<file path="config.mk">
export PLATFORM = sky130hd
export DESIGN_NAME = row_sequencer
export DESIGN_NICKNAME = d
export VERILOG_FILES = /design/src/rtl/row_sequencer.sv
export SDC_FILE = /design/constraint.sdc
export NUM_CORES = 1
export LEC_CHECK = 0
export CORE_UTILIZATION = 25
export CTS_CLUSTER_SIZE = 25
export DETAILED_ROUTE_END_ITERATION = 10
export HOLD_SLACK_MARGIN = 0.12
export PLACE_DENSITY = 0.48
export REMOVE_ABC_BUFFERS = 1
export SYNTH_ARGS = -nofsm -noshare
export SYNTH_HDL_FRONTEND = slang
export SYNTH_SLANG_ARGS = --single-unit
</file>
<file path="constraint.sdc">
create_clock -name clk -period 2 [get_ports clk]
set_clock_uncertainty 0.05 [all_clocks]
set_input_delay 0.6 -clock clk [delete_from_list [all_inputs] [get_ports clk]]
set_output_delay 0.6 -clock clk [all_outputs]
set_load 0.005 [all_outputs]
</file>
<file path="src/rtl/row_sequencer.sv">
// Row-by-row multiply sequencer: walks NUM_ROWS rows, pulsing begin_mult per row and done_calc at the end.
// Optional per-row watchdog is built when ROW_SEQ_TIMEOUT_EN is defined.
module row_sequencer #(
    parameter int NUM_ROWS       = 10,
    parameter int ADDR_W         = 4,
    parameter int TIMEOUT_CYCLES = 255
) (
    input  logic              clk,
    input  logic              reset,
    input  logic              start_calc,
    input  logic              abort,
    input  logic              done_row,
    output logic [ADDR_W-1:0] res_add,
    output logic              begin_mult,
    output logic              busy,
    output logic              done_calc,
    output logic              calc_err
);

    typedef enum logic [2:0] {
        S_IDLE,
        S_SETUP,
        S_ISSUE,
        S_WAIT,
        S_FLUSH,
        S_WRITE_OUT,
        S_ERR
    } state_t;

    localparam logic [ADDR_W-1:0] LAST_ROW = ADDR_W'(NUM_ROWS - 1);

    state_t            state;
    state_t            state_next;
    logic [ADDR_W-1:0] row;
    logic [ADDR_W-1:0] row_next;
    logic              wd_expired;

`ifdef ROW_SEQ_TIMEOUT_EN
    localparam int WD_W = $clog2(TIMEOUT_CYCLES + 1);

    logic [WD_W-1:0] wd_cnt;

    // Cleared outside WAIT so every row starts its wait with a fresh budget.
    always_ff @(posedge clk) begin
        if (reset || state != S_WAIT) begin
            wd_cnt <= '0;
        end else if (!done_row) begin
            wd_cnt <= wd_cnt + 1'b1;
        end
    end

    assign wd_expired = (wd_cnt == WD_W'(TIMEOUT_CYCLES - 1));
`else
    // No watchdog in this build: WAIT never expires.
    assign wd_expired = 1'b0 && (TIMEOUT_CYCLES > 0);
`endif

    always_ff @(posedge clk) begin
        if (reset) begin
            state <= S_IDLE;
            row   <= '0;
        end else begin
            state <= state_next;
            row   <= row_next;
        end
    end

    always_comb begin
        state_next = state;
        row_next   = row;
        if (abort && state != S_IDLE) begin
            state_next = S_IDLE;
            row_next   = '0;
        end else begin
            case (state)
                S_IDLE: begin
                    row_next = '0;
                    if (start_calc && !abort) state_next = S_SETUP;
                end
                S_SETUP: begin
                    row_next   = '0;
                    state_next = S_ISSUE;
                end
                S_ISSUE: state_next = S_WAIT;
                S_WAIT: begin
                    // done_row beats the watchdog when both land in the same cycle.
                    if (done_row) begin
                        if (row == LAST_ROW) begin
                            state_next = S_FLUSH;
                        end else begin
                            row_next   = row + 1'b1;
                            state_next = S_ISSUE;
                        end
                    end else if (wd_expired) begin
                        state_next = S_ERR;
                    end
                end
                S_FLUSH:     state_next = S_WRITE_OUT;
                S_WRITE_OUT: state_next = S_IDLE;
                S_ERR:       state_next = S_IDLE;
                default:     state_next = S_IDLE;
            endcase
        end
    end

    always_comb begin
        res_add    = (state == S_ISSUE || state == S_WAIT) ? row : '0;
        begin_mult = (state == S_ISSUE);
        busy       = (state != S_IDLE);
        done_calc  = (state == S_WRITE_OUT || state == S_ERR);
`ifdef ROW_SEQ_TIMEOUT_EN
        calc_err   = (state == S_ERR);
`else
        calc_err   = 1'b0;
`endif
    end

endmodule

</file>
## Yosys cells after proc, flatten, opt, wreduce, memory -nomap -nowiden

Index checks and enable logic that the tools add are counted.

| word-level totals | value |
|---|---|
| register bits after elaboration | 7 |
| bits in latches | 0 |
| RAM bits | 0 |
| memory bits (read-only) | 0 |
| input bits | 5 |
| output and inout port bits | 8 |
| word-level logic and storage cells | 33 |
| memories | 0 |

| cells by class | value |
|---|---|
| add/sub/neg operators | 1 |
| multipliers | 0 |
| div/mod/pow operators | 0 |
| order comparisons | 0 |
| eq/ne operators | 10 |
| shifts and indexed selects | 0 |
| mux-type cells | 8 |
| bitwise logic cells | 0 |
| reductions and logical operators | 12 |

Operator list:

| cell | count |
|---|---|
| $pmux 3 s5 | 1 |
| $mux 4 | 3 |
| $eq 3x3->1 const B | 3 |
| $mux 3 | 3 |
| $pmux 4 s2 | 1 |
| $eq 3x2->1 const B | 2 |
| $ne 2x2->1 const B | 3 |
| $add 4x1->4 const B | 1 |
| $eq 4x4->1 const B | 1 |
| $reduce_or 2->1 | 2 |
| $eq 3x1->1 const B | 1 |
| $logic_not 3->1 | 1 |
| $reduce_and 3->1 | 1 |
| $reduce_bool 3->1 | 1 |
| $logic_and 1x1->1 | 2 |
| $logic_or 1x1->1 | 2 |
| $reduce_and 2->1 | 1 |
| $reduce_bool 2->1 | 1 |
| $logic_not 1->1 | 1 |

## Longest topological paths before layout

Gate-level depths: netlist of the first run.

| depth | value |
|---|---|
| depth in word-level cells | 4 |
| gate-level depth with buffers | 5 |
| depth with buffers taken out | 5 |

## Worst setup path before layout of the first run

Ideal clock, no wire load.

| path | value |
|---|---|
| path kind | register to output |
| start | register state[2] |
| end | output port res_add[0] |
| arrival | 0.842 ns |
| path slack | 0.508 ns |
| stages on the path, launching flop included | 4 |
| path buffers | 1 |
| path through | dfxtp_1 buf_6 and2b_2 and2_1 |

| between the ends | value |
|---|---|
| word-level cells in the longest chain between the ends | 3 |
| elaborated cells on any way between the ends | 4 |
| those cells by class | eq/ne (2); mux (1); reduce/logical (1) |

Ends and longest elaborated chain:

| what | RTL line | text |
|---|---|---|
| start, declared | 32 | `state_t state;` |
| start signal, assigned | 63 | `state <= state_next;` |
| $eq 3x2->1 | 107 | `res_add = (state == S_ISSUE \|\| state == S_WAIT) ? row : '0;` |
| $logic_or 1x1->1 (*) | 107 |  |
| $mux 4 (*) | 107 |  |
| end, declared | 13 | `output logic [ADDR_W-1:0] res_add,` |

Mark *: on every way between the ends. The rest lies on a longest branch, timed or not.

## Final worst setup path of the first run

| path | value |
|---|---|
| start | register state[2] |
| end | output port res_add[1] |

The elaborated chain is that of the path after synthesis.

==> results.py, run 1 <==
metrics = {
    "run_status": {
        "status": "completed",
    },
    "timing": {
        "fmaxAchievable_mhz": 521.2,
        "finalCritPeriodShare_pct": 95.94,
        "drv_slew": 0,
        "setup_ws_ns": 0.08123,
        "rsz0062_at_grt": "false",
        "period_needed_ns": 1.919,
        "setup_viol": 0,
        "setup_total_negative_slack_ns": 0,
        "hold_viol": 0,
    },
    "final_layout": {
        "drive_gt1_share_pct": 28.77,
        "layout_commonest_cell": "buf_4",
        "final_cell_mix": "buf_4, dlygate4sd2_1, and2_1, clkdlybuf4s50_1, dfxtp_1",
        "finalNetCount": 81,
        "instances_no_fill": 98,
        "fillers": 198,
        "area_growth_pct": 39.69,
        "antenna_cells": 0,
    },
    "worst_setup_path": {
        "crit_arrival_ns": 1.27,
        "cp_data_required_time_ns": 1.35,
        "r2r-start": "row[0]",
        "worstPathCellList": "and2b_2, and2_1, dlygate4sd2_1",
        "path_class": "flop to output port",
        "r2r_cells": 5,
        "cp_slowest_cell": "dfxtp_2",
        "critPathMaxStageDelay_ns": 0.35,
        "rrSetupSlack_ns": 0.46,
        "r2r_end": "row[1]",
        "cp-end-kind": "output port",
        "worst-path-max-fanout": 5,
        "startpoint_type": "flop",
    },
    "grt": {
        "overflow": 0,
        "grt_pass1_vias": 407,
        "gr-usage-all-layers_pct": 13.13,
        "grt_max_degree": 11,
        "grt_antenna_before_repair": 0,
        "grt_pass1_wl_um": 1883,
    },
    "drt": {
        "antenna_left": 0,
        "drt-initial-drc-count": 10,
        "route.detailed.drc": 0,
        "first_pass_iters": 3,
        "vias_per_cell": 4.806,
        "vias": 471,
        "routed_wl_um": 1151,
        "routedWlPerCell_um": 11.74,
    },
    "yosys": {
        "synth_cells": 54,
        "async_reset_ff_share_pct": 0,
        "yosysSeqAreaShare_pct": 28.87,
        "synth.distinct_cells": 36,
        "synth_edf_count": 0,
        "ys_warn_count": 0,
        "synth_area_per_cell_um2": 8.990,
        "ys_dominant_reg_cell": "dfxtp_1",
        "synth_area_um2": 485.5,
        "ys_ff_latch": 7,
    },
    "placed_design": {
        "place_inst": 92,
        "dp_hpwl_um": 850,
        "portBuffers": 11,
        "place_congestion": 0.7645,
        "pre_cts_ws_ns": 0.01929,
    },
    "clock_tree": {
        "ctsHoldBuffers": 0,
        "clkSinkCount": 7,
        "cts_tree": "built",
        "htreeDepth": 1,
        "cts_buffers": 3,
        "cts-root-buf": "clkbuf_4",
        "clk-insertion-delay-late_ns": 0.26,
        "path_clk_slew_ns": 0.06,
        "cts_buffer_depth": 2,
    },
    "floorplanning": {
        "initial_utilization_pct": 27.52,
        "die_x_um": 46.07,
        "die_h_um": 46.07,
        "ios": 13,
        "rows": 15,
        "core_region_area_um2": 1764,
        "dieArea_um2": 2122,
    },
    "min_path": {
        "worstHoldStart": "row[2]",
        "hold_path_end": "row[2]",
        "hp-class": "flop to flop",
        "hold-path-cell-count": 1,
    },
    "power_and_ir_drop": {
        "vdd_drop_max_mv": 0.2647,
        "p_leak_uw": 0.0003083,
        "power_density_nw_per_um2": 493.4,
    },
    "run": {
        "cap_violations": 0,
    },
}
per-layer routing:
metal / vias to the layer above / track usage (%) / part of all wire, %
met3: 2 / 5.882 / 4.7
met5: - / 0 / 0
met4: 0 / 5.294 / 1.0
li1: 237 / - / -
met2: 9 / 18.03 / 45
met1: 223 / 17.61 / 49
Yosys cell counts (2+ instances only):
| cell type | instances | share of area [%] |
|---|---|---|
| a21oi_1 | 2 | 2.1 |
| nand2_1 | 2 | 1.5 |
| dfxtp_1 | 7 | 29 |
| nand3_1 | 3 | 3.1 |
| nor2_1 | 3 | 2.3 |
| and2_1 | 4 | 5.2 |
| ha_1 | 2 | 5.2 |
| buf_2 | 2 | 2.1 |
| nor3_1 | 2 | 2.1 |
state kept, by name (all words and copies together) (netlist names):
name   flops
row        4
state      3
layout make-up:
cell class / count / area (µm²) / area share, %
multi-input combinational: 42 / 312.8 / 46.13
sequential: 7 / 146.4 / 21.59
tap: 25 / 31.28 / 4.613
inverter: 1 / 3.754 / 0.5535
timing repair buffer: 19 / 157.7 / 23.25
clock buffer: 4 / 26.28 / 3.875
per-stage QoR:
stage / power, µW / util [%] / area [µm²] / hold slack, ns
after floorplan: 171.7 / - / 456.7 / 0.4394
after global placement: 201.7 / 36.45 / 643.1 / 0.5110
after detailed placement: 200.9 / 36.45 / 643.1 / 0.5088
after CTS: 337.5 / 38.72 / 683.2 / 0.5191
after global routing: 353.0 / 38.44 / 678.2 / 0.5505
final: 334.6 / 38.44 / 678.2 / 0.5142
logic make-up after synthesis:
group,Yosys count,synth area share [%]
compound gates,12,19.85
xor+xnor,1,1.804
fa+ha+maj,2,5.154
buf+inv,5,6.701
flops,7,28.87
mux,1,2.062
other cells,1,0.7725
simple gates,25,34.80
worst max-delay path by stage:
stage	from	endpoint	slack [ns]
finish	state[2]	res_add[1]	0.08
global route	state[2]	res_add[1]	0.02
CTS	state[2]	begin_mult	0.04
detailed placement	done_row	row[0]	0.02
global placement	state[1]	begin_mult	0.06
floorplan	state[2]	res_add[0]	0.47
worst max-delay path: cells and delay by family, from the launching register on:
family                 cells  cell delay [ns]
and+or+nand+nor            2             0.41
DFF                        1             0.35
buffers and inverters      1             0.26
report_power, final:
part,internal [µW],switching (µW)
clock network,76.6,59.1
registers,142,2.98
logic,29.7,24.3
total,248,86.4
what timing repair did:
action	4_1_cts	5_1_grt
endpoints found under the setup margin	7	1
setup buffers	2	0
hold endpoints to repair	0	0
gates cloned	0	0
resized for setup	12	1
(Power assumes the default switching activity.)
==> run 2, diff against run 1 <==
Settings changed: GPL_ROUTABILITY_DRIVEN set to 0.
==> results of run 2 <==
Final layout, timing and power as in run 1 (identical DEF).
